--- src/rtl/bp_me_pkg.sv ---
// Shared types for the BedRock stream arbitration blocks.
package bp_me_pkg;

  typedef enum logic [0:0] {
    e_idle,
    e_locked
  } bp_stream_arb_state_e;

endpackage

--- src/rtl/bp_stream_rr_pick.sv ---
// Combinational round-robin picker: first set request at or after ptr_i, wrapping at num_req_p.
module bp_stream_rr_pick
  import bp_me_pkg::*;
#(
  parameter int unsigned num_req_p  = 4,
  parameter int unsigned id_width_p = $clog2(num_req_p)
) (
  input  logic [num_req_p-1:0]  req_i,
  input  logic [id_width_p-1:0] ptr_i,
  output logic [id_width_p-1:0] sel_o,
  output logic                  found_o
);

  localparam logic [id_width_p:0] NumReq = (id_width_p+1)'(num_req_p);

  // One spare bit so ptr + offset can be wrapped by compare-and-subtract for any num_req_p.
  logic [id_width_p:0] idx;

  always_comb begin
    sel_o   = '0;
    found_o = 1'b0;
    idx     = '0;
    for (int unsigned i = 0; i < num_req_p; i++) begin
      idx = {1'b0, ptr_i} + (id_width_p+1)'(i);
      if (idx >= NumReq) begin
        idx = idx - NumReq;
      end
      if (!found_o && req_i[idx[id_width_p-1:0]]) begin
        found_o = 1'b1;
        sel_o   = idx[id_width_p-1:0];
      end
    end
  end

endmodule

--- src/rtl/bp_stream_lock_arbiter.sv ---
// Per-message round-robin arbiter sharing one BedRock stream channel; the grant is held
// from the first locked beat until the unlocked last beat is accepted.
module bp_stream_lock_arbiter
  import bp_me_pkg::*;
#(
  parameter int unsigned num_req_p      = 4,
  parameter int unsigned header_width_p = 128,
  parameter int unsigned data_width_p   = 64
) (
  input  logic                                clk_i,
  input  logic                                reset_i,
  input  logic [num_req_p*header_width_p-1:0] in_msg_header_i,
  input  logic [num_req_p*data_width_p-1:0]   in_msg_data_i,
  input  logic [num_req_p-1:0]                in_msg_v_i,
  output logic [num_req_p-1:0]                in_msg_ready_and_o,
  input  logic [num_req_p-1:0]                in_msg_lock_i,
  output logic [header_width_p-1:0]           out_msg_header_o,
  output logic [data_width_p-1:0]             out_msg_data_o,
  output logic                                out_msg_v_o,
  input  logic                                out_msg_ready_and_i,
  output logic                                out_msg_lock_o
);

  localparam int unsigned id_width_lp = $clog2(num_req_p);

  bp_stream_arb_state_e   state_q, state_d;
  logic [id_width_lp-1:0] gnt_id_q, gnt_id_d;
  logic [id_width_lp-1:0] rr_ptr_q, rr_ptr_d;

  logic [id_width_lp-1:0] pick_sel, sel;
  logic                   pick_found, has_gnt;
  logic [header_width_p-1:0] sel_header;
  logic [data_width_p-1:0]   sel_data;
  logic                      sel_v, sel_lock, fire;

  function automatic logic [id_width_lp-1:0] rr_inc(input logic [id_width_lp-1:0] id);
    return (id == id_width_lp'(num_req_p - 1)) ? '0 : id + id_width_lp'(1);
  endfunction

  bp_stream_rr_pick #(
    .num_req_p (num_req_p),
    .id_width_p(id_width_lp)
  ) u_pick (
    .req_i  (in_msg_v_i),
    .ptr_i  (rr_ptr_q),
    .sel_o  (pick_sel),
    .found_o(pick_found)
  );

  always_ff @(posedge clk_i or posedge reset_i) begin
    if (reset_i) begin
      state_q  <= e_idle;
      gnt_id_q <= '0;
      rr_ptr_q <= '0;
    end else begin
      state_q  <= state_d;
      gnt_id_q <= gnt_id_d;
      rr_ptr_q <= rr_ptr_d;
    end
  end

  always_comb begin
    state_d  = state_q;
    gnt_id_d = gnt_id_q;
    rr_ptr_d = rr_ptr_q;
    unique case (state_q)
      e_idle: begin
        if (fire) begin
          if (sel_lock) begin
            state_d  = e_locked;
            gnt_id_d = sel;
          end else begin
            rr_ptr_d = rr_inc(sel);
          end
        end
      end
      e_locked: begin
        if (fire && !sel_lock) begin
          state_d  = e_idle;
          rr_ptr_d = rr_inc(gnt_id_q);
        end
      end
      default: state_d = e_idle;
    endcase
  end

  always_comb begin
    if (state_q == e_locked) begin
      sel     = gnt_id_q;
      has_gnt = 1'b1;
    end else begin
      sel     = pick_sel;
      has_gnt = pick_found;
    end

    sel_header = '0;
    sel_data   = '0;
    sel_v      = 1'b0;
    sel_lock   = 1'b0;
    for (int unsigned i = 0; i < num_req_p; i++) begin
      if (sel == id_width_lp'(i)) begin
        sel_header = in_msg_header_i[i*header_width_p +: header_width_p];
        sel_data   = in_msg_data_i[i*data_width_p +: data_width_p];
        sel_v      = in_msg_v_i[i];
        sel_lock   = in_msg_lock_i[i];
      end
    end

    // Outputs are forced quiet while reset is held, even with live requester inputs.
    out_msg_v_o      = has_gnt & sel_v & ~reset_i;
    out_msg_lock_o   = out_msg_v_o & sel_lock;
    out_msg_header_o = reset_i ? '0 : sel_header;
    out_msg_data_o   = reset_i ? '0 : sel_data;
    fire             = out_msg_v_o & out_msg_ready_and_i;

    // Ready follows the grant alone, so a locked owner in a bubble still sees ready.
    in_msg_ready_and_o = '0;
    for (int unsigned i = 0; i < num_req_p; i++) begin
      in_msg_ready_and_o[i] = has_gnt & ~reset_i & out_msg_ready_and_i &
                              (sel == id_width_lp'(i));
    end
  end

  ready_onehot0_a: assert property (@(posedge clk_i) disable iff (reset_i)
    $onehot0(in_msg_ready_and_o));

endmodule

--- config.mk ---
export PLATFORM = sky130hd
export DESIGN_NAME = bp_stream_lock_arbiter
export DESIGN_NICKNAME = d
export VERILOG_FILES = /design/src/rtl/bp_me_pkg.sv /design/src/rtl/bp_stream_rr_pick.sv /design/src/rtl/bp_stream_lock_arbiter.sv
export SDC_FILE = /design/constraint.sdc
export NUM_CORES = 1
export LEC_CHECK = 0
export CORE_AREA = 2 2 383 385
export DETAILED_ROUTE_END_ITERATION = 8
export DIE_AREA = 0 0 385 387
export GPL_ROUTABILITY_DRIVEN = 0
export GPL_TIMING_DRIVEN = 1
export PLACE_DENSITY_LB_ADDON = 0.1
export SLEW_MARGIN = 10
export SYNTH_ARGS = -nofsm -noshare
export SYNTH_HDL_FRONTEND = slang
export SYNTH_HIERARCHICAL = 1
export SYNTH_SLANG_ARGS = --single-unit
--- constraint.sdc ---
create_clock -name clk_i -period 3.3 [get_ports clk_i]
set_input_delay 0.33 -clock clk_i [delete_from_list [all_inputs] [get_ports clk_i]]
set_output_delay 0.33 -clock clk_i [all_outputs]
set_load 0.03 [all_outputs]
==> impl_metrics.toml, run 1 <==
[run_status]
outcome = "complete, but fails checks"
failed_checks = "negative setup slack"

[power]
combPwrFrac = 0.987
share_clk_of_total_power = 0.007
p_int_mw = 13.3
seq_power_share = 0.005
net_switching_fraction_of_the_power = 0.506
p_sw_mw = 13.6
power.density_cell_area_nw_per_um2 = 1130
vdd_ir_drop_max_v = 0.000457
cellLeakagePower_nw = 9.33

[sta]
timing.final.max_slew_violations = 0
final.setup.worst_slack_ps = -71.7
hold_viol_final = 0
fraction_of_the_cycle_the_final_worst_path_needs = 1.02
timing.slew.headroom = 0.514
fmax_ghz = 0.297
setup_viol = 29
finalHoldWorstSlack_ps = 581
rsz0062_at_grt = "yes"
layout_min_cycle_time_ps = 3370
timing_worst_slew_pin_value_ps = 729
setup_tns_ps = -904
skew_ps = 2.36

[critical_path]
cp-endpoint = "out_msg_header_o[77]"
arrival_ps = 3040
cpPeakStageDelay_ps = 400
worstSetupStartpoint = "rr_ptr_q[0]"
path_cells = "inv_2 > a221o_1 > a21oi_2 > mux2i_2 > buf_4 > ha_4 > buf_12 > buf_16 > buf_12 > buf_12 > buf_6 > a211o_1 > a21oi_1 > buf_4 > buf_12"
worst_reg2reg_path_endpoint = "gnt_id_q[0]"
worstPathRequired_ps = 2970
critical_path.max_fanout = 6
worst_reg2reg_path_length_in_cells = 14
worstReg2RegStart = "rr_ptr_q[1]"
slowest_stage_cell_crit_path = "sky130_fd_sc_hd__dfrtp_2"
crit_path_end_kind = "output port"
worst-setup-path-type = "reg -> out"
critical_path.most_common_cell = "sky130_fd_sc_hd__buf_12"
start_kind = "flop"
reg2reg_slack_ps = 170

[flow_run]
max_cap_viol_count = 0

[clocking]
cts.reportedPaths.clkPinSlew_ps = 40
clockRootBuffer = "sky130_fd_sc_hd__clkbuf_16"
tritoncts_sink_count = 5
clock_path_buffers = 2
clk_latency_ps = 230
cts_buffers = 3
h-tree-depth = 1
cts_tree = "yes"

[layout]
mostFrequentLayoutCells = "773 x sky130_fd_sc_hd__clkdlybuf4s50_1, 248 x sky130_fd_sc_hd__buf_4, 199 x sky130_fd_sc_hd__inv_1, 192 x sky130_fd_sc_hd__nand2_1, 190 x sky130_fd_sc_hd__a211o_1"
final_core_utilization = 0.164
post_route_cells_drive_above_1_share = 0.319
area_growth_pct = 232
final_nets = 3051
stdcell_count = 4212
layout_commonest_cell = "sky130_fd_sc_hd__clkdlybuf4s50_1"

[placed_design]
placed_insts = 4124
port_buf_inserts = 976
place_worst_setup_slack_ps = -735
hpwl_um = 75300

[drt]
drc = 0
avgViaCountPerCell = 3.28
drt_wl_total_um = 93700
first_iter_violations = 579
wl_per_cell_um = 22.2
detailroute.via_count = 13836
detail_route.first_pass.iterations = 4
antenna_violating_nets_post_route = 0

[floorplan]
io_pins = 977
die_area_um2 = 149000
placement_rows = 140
core_region_area_um2 = 145000
die_boundary_width_um = 385
initial_standard_cell_utilization_of_the_core = 0.0493
die_y_um = 387

[grt]
grt_util_all_layers = 0.113
residual_overflow_from_global_routing = 0
vias_in_the_first_global_route = 14551
initial_antenna_violation_count = 35
maximum_number_of_pins_on_one_net_before_global_route_repair = 65
grt_first_pass_wirelength_um = 119000

[yosys]
yosys_warnings = 6
synth-seq-area-share = 0.0175
synthSimpleGateAreaFrac = 0.121
synth_seq_cells = 5
synthesis.area_um2 = 7150
synthesis.instances = 1175
synth-adder-area-share = 0.00700
synthesis.nets = 1958
synth_edf_count = 0
syn_area_per_cell_um2 = 6.08
synth_compound_area_frac = 0.629
post_synth_mux_area_share = 0.0116
post_synth_xor_area_fraction = 0.00123
proportion_of_register_bits_with_asynchronous_set_or_reset_after_synthesis = 1.00
most_common_flop_cell_mapped_by_yosys = "sky130_fd_sc_hd__dfrtp_1"
synth_top_family_by_area = "compound AO/OA/AOI/OAI gates"
yosys.cell_types.count = 35

[min_path]
holdCritPathClass = "reg -> reg"
hold_depth = 1
## worst max-delay path, delay by kind of cell (launching register included)
kind            cells  cell delay, ps
buf+inv             9            1160
mux                 1             130
compound gates      4             920
flops               1             400
fa+ha+maj           1             180
## final cells by class
type | count | area (um^2)
Clock inverter | 1 | 5.00
Fill cell | 16397 | 121000
Tap cell | 1917 | 2400
Inverter | 202 | 761
Multi-Input combinational cell | 816 | 7020
Timing Repair Buffer | 1240 | 13300
Sequential cell | 5 | 128
Antenna cell | 28 | 70.1
Clock buffer | 3 | 75.1
## worst min-delay path by stage
stage	start	end	slack [ps]
2_1_floorplan	rr_ptr_q[0]	rr_ptr_q[0]	520
3_3_place_gp	gnt_id_q[0]	gnt_id_q[0]	540
3_5_place_dp	gnt_id_q[1]	gnt_id_q[1]	550
4_1_cts	gnt_id_q[0]	gnt_id_q[0]	580
5_1_grt	gnt_id_q[0]	gnt_id_q[0]	600
6_report	gnt_id_q[0]	gnt_id_q[0]	580
## per-stage QoR
stage	area, um^2	power [mW]
floorplan	7150	11.3
global placement	20700	21.6
detailed placement	20700	21.4
CTS	21700	23.8
global route	23700	28.5
finish	23700	26.9
## cells by family (layout without fill, tap and decap cells)
family	after synthesis	in the layout
AOI/OAI and AO/OA	590	590
xor gates and xnor gates	1	1
adders and majority gates	4	4
buffers and inverters	354	1446
DFF	5	5
muxes	7	7
other	0	28
and+or+nand+nor	214	214
## metal layers
metal,wire [um],part of all wire,vias up,global-route usage
met4,1700,0.018,6,0.0332
met3,5020,0.054,60,0.0240
li1,-,-,6618,-
met1,37800,0.40,6693,0.131
met2,49100,0.52,459,0.207
met5,28,0.00030,-,0
## Yosys cell counts, types with 2 or more instances
cell type                  number  area share
sky130_fd_sc_hd__mux2_1         2      0.0032
sky130_fd_sc_hd__mux2_4         2      0.0042
sky130_fd_sc_hd__ha_1           4      0.0070
sky130_fd_sc_hd__a211oi_1       3      0.0032
sky130_fd_sc_hd__nor2_1         2      0.0011
sky130_fd_sc_hd__nor2b_1        4      0.0035
sky130_fd_sc_hd__nand3b_1       2      0.0021
sky130_fd_sc_hd__inv_1        201        0.11
sky130_fd_sc_hd__dfrtp_1        5       0.018
sky130_fd_sc_hd__nor3b_1        2      0.0021
sky130_fd_sc_hd__a21oi_1      197        0.14
sky130_fd_sc_hd__a221oi_1     181        0.22
sky130_fd_sc_hd__mux2i_1        3      0.0042
sky130_fd_sc_hd__and2_1         4      0.0035
sky130_fd_sc_hd__clkbuf_1      88       0.046
sky130_fd_sc_hd__nand3_1        3      0.0021
sky130_fd_sc_hd__nand2_1      193        0.10
sky130_fd_sc_hd__buf_6         15       0.024
sky130_fd_sc_hd__buf_4         10       0.011
sky130_fd_sc_hd__buf_2         38       0.027
sky130_fd_sc_hd__a211o_1      193        0.24
sky130_fd_sc_hd__a221oi_2      10       0.021
## power groups by stage
stage | clock (mW) | combinational, mW | sequential [mW]
after global routing | 0.212 | 28.2 | 0.149
after detailed placement | 0 | 21.3 | 0.126
after global placement | 0 | 21.4 | 0.128
final | 0.199 | 26.5 | 0.146
after floorplan | 0 | 11.2 | 0.113
after CTS | 0.202 | 23.4 | 0.137
## timing repair
action | 4_1_cts | 5_1_grt
setup buffers | 30 | 24
setup endpoints to repair | 200 | 192
gates resized for setup | 107 | 316
hold buffers | 0 | 0
hold endpoints to repair | 0 | 0
pin swaps | 39 | 192
gates cloned | 6 | 12
No activity file was read; power rests on OpenSTA's default activity.
==> run 2: changes to the inputs <==
- CORE_AREA: 2 2 383 385 -> 2 2 381 383
- DIE_AREA: 0 0 385 387 -> 0 0 383 385
- DONT_BUFFER_PORTS: default -> 1
==> run 2 against run 1 <==
Net effect:
- die area is 1.0% lower
- routed wire length is 24% lower
- register-to-register slack better by 160 ps
- power is 11% lower
- cell count is 21% lower
- fmax is 1.0% higher
- the flow still finishes with violations (negative setup slack)
- first-iteration DRC count is 28% higher
- critical path type unchanged
- sequential cell count stayed put
- highest routed layer unchanged
- combinational power is 11% lower
- worst hold slack worse by 90 ps
==> impl_metrics.toml, run 2 (synthesis gave the netlist of run 1 again) <==
[power]
vdd_ir_drop_max_v = 0.000532
power.density_cell_area_nw_per_um2 = 1640
p_sw_mw = 12.7
power.total_mw = 23.9
cellLeakagePower_nw = 5.73
combPwrFrac = 0.986
seq_power_share = 0.006
share_clk_of_total_power = 0.008
net_switching_fraction_of_the_power = 0.533
p_int_mw = 11.2

[run_status]
outcome = "complete, but fails checks"
failed_checks = "negative setup slack"

[sta]
rsz0062_at_grt = "yes"
fmax_ghz = 0.300
timing_worst_slew_pin_value_ps = 825
skew_ps = 5.04
hold_viol_final = 0
final.setup.worst_slack_ps = -37.9
timing.slew.headroom = 0.450
timing.final.max_slew_violations = 0
fraction_of_the_cycle_the_final_worst_path_needs = 1.01
layout_min_cycle_time_ps = 3340
setup_viol = 18

[critical_path]
worstPathRequired_ps = 2970
start_kind = "flop"
worst-setup-path-type = "reg -> out"
worst_reg2reg_path_length_in_cells = 12
arrival_ps = 3010
path_cells = "buf_6 > a21oi_4 > o21ai_2 > a21oi_2 > mux2i_2 > buf_4 > ha_4 > nor2b_4 > buf_6 > buf_12 > buf_6 > a221oi_1 > a211o_1 > a21oi_1 > buf_4 > buf_4"
slowest_stage_cell_crit_path = "sky130_fd_sc_hd__dfrtp_1"
crit_path_end_kind = "output port"
critical_path.max_fanout = 9
cpPeakStageDelay_ps = 390

[min_path]
holdCritPathClass = "in -> reg"
hold_depth = 4

[drt]
drt_wl_total_um = 71300
detailroute.via_count = 11027
avgViaCountPerCell = 3.31
drc = 0
first_iter_violations = 740
antenna_violating_nets_post_route = 0
detail_route.first_pass.iterations = 5
wl_per_cell_um = 21.4

[placed_design]
area_after_dpl_um2 = 11600
port_buf_inserts = 0
hpwl_um = 54700

[layout]
area_growth_pct = 103
mostFrequentLayoutCells = "215 x sky130_fd_sc_hd__buf_4, 199 x sky130_fd_sc_hd__inv_1, 193 x sky130_fd_sc_hd__nand2_1, 193 x sky130_fd_sc_hd__a211o_1, 112 x sky130_fd_sc_hd__a21oi_1"
final_cell_area_um2 = 14500
final_nets = 2205
n_fill_cell = 16754
layout_commonest_cell = "sky130_fd_sc_hd__buf_4"
post_route_cells_drive_above_1_share = 0.422

[floorplan]
core_region_area_um2 = 143000
placement_rows = 139
die_y_um = 385
die_area_um2 = 147000
io_pins = 977
die_boundary_width_um = 383
initial_standard_cell_utilization_of_the_core = 0.0499

[clocking]
tritoncts_sink_count = 5
clockRootBuffer = "sky130_fd_sc_hd__clkbuf_16"
cts.reportedPaths.clkPinSlew_ps = 40
clock_path_buffers = 2
cts_buffers = 3
cts_tree = "yes"
h-tree-depth = 1
clk_latency_ps = 230

[grt]
grt_util_all_layers = 0.0834
initial_antenna_violation_count = 4
maximum_number_of_pins_on_one_net_before_global_route_repair = 195
vias_in_the_first_global_route = 10929
grt_first_pass_wirelength_um = 88300
residual_overflow_from_global_routing = 0

[flow_run]
max_cap_viol_count = 0
[run 2: cell types whose count changed in the layout (fill, tap and decap cells not counted), moves of 4 or more]
cell                              delta
sky130_fd_sc_hd__a21oi_1             +8
sky130_fd_sc_hd__a21oi_2             -4
sky130_fd_sc_hd__a21oi_4             -4
sky130_fd_sc_hd__a221oi_1           +39
sky130_fd_sc_hd__a221oi_2           -38
sky130_fd_sc_hd__buf_12             -59
sky130_fd_sc_hd__buf_16              +8
sky130_fd_sc_hd__buf_4              -33
sky130_fd_sc_hd__buf_6               +8
sky130_fd_sc_hd__clkdlybuf4s50_1   -773
sky130_fd_sc_hd__diode_2            -25
[run 2: layout make-up]
cell class | count | area (um^2) | share of cell area
tap | 1903 | 2380 | 0.164
inverter | 202 | 761 | 0.0523
sequential | 5 | 125 | 0.00861
clock inverter | 1 | 5.00 | 0.000344
multi-input combinational | 816 | 6690 | 0.460
antenna | 3 | 7.51 | 0.000516
timing repair buffer | 394 | 4500 | 0.309
clock buffer | 3 | 75.1 | 0.00516
[run 2: layer usage]
metal  vias to the layer above  wire length, um  global-route usage
met2                       604            35500               0.144
met1                      5478            28700               0.103
met4                         2             1420              0.0172
li1                       4886                -                   -
met3                        57             5680              0.0231
met5                         -               12                   0
[run 2: repair_timing]
item / CTS / global route
hold buffers: 1 / 0
endpoints found under the hold margin: 5 / 0
gates resized for setup: 152 / 224
cloned: 13 / 14
setup buffers: 25 / 19
pin swaps: 64 / 161
setup endpoints to repair: 191 / 194
[run 2: critical path: cells and delay by family, from the launching register on]
| kind | cells | cell delay [ps] |
|---|---|---|
| buffers and inverters | 7 | 1100 |
| DFF | 1 | 390 |
| AOI/OAI and AO/OA | 6 | 860 |
| and+or+nand+nor | 1 | 120 |
| muxes | 1 | 110 |
| adders and majority gates | 1 | 170 |
[run 2: power by group through the flow]
stage | combinational, mW | sequential [mW] | clock [mW]
2_1_floorplan | 11.2 | 0.113 | 0
3_3_place_gp | 18.1 | 0.132 | 0
3_5_place_dp | 18.0 | 0.131 | 0
4_1_cts | 21.2 | 0.135 | 0.205
5_1_grt | 24.8 | 0.142 | 0.217
6_report | 23.6 | 0.137 | 0.201
[run 2: worst paths after layout]
path / slack (ps) / startpoint / endpoint
max in group asynchronous: 2430 / reset_i / asynchronous set/reset pin
min reg2reg: 580 / rr_ptr_q[0] / rr_ptr_q[0]
max: -40 / rr_ptr_q[1] / out_msg_data_o[43]
max reg2reg: 330 / rr_ptr_q[0] / rr_ptr_q[0]
min: 490 / out_msg_ready_and_i / flop
min in group asynchronous: 670 / reset_i / gnt_id_q[1]
[run 2: stage by stage]
step	hold WS (ps)	setup WS, ps	setup TNS (ps)	cells	utilization
6_report	491	-37.9	-267	3327	0.102
5_1_grt	525	-176	-18240	3326	0.102
4_1_cts	485	-68.4	-1900	3298	0.0912
3_5_place_dp	214	-96.0	-201	3256	0.0810
3_3_place_gp	197	-132	-304	3256	0.0810
2_1_floorplan	522	142	0	1175	-
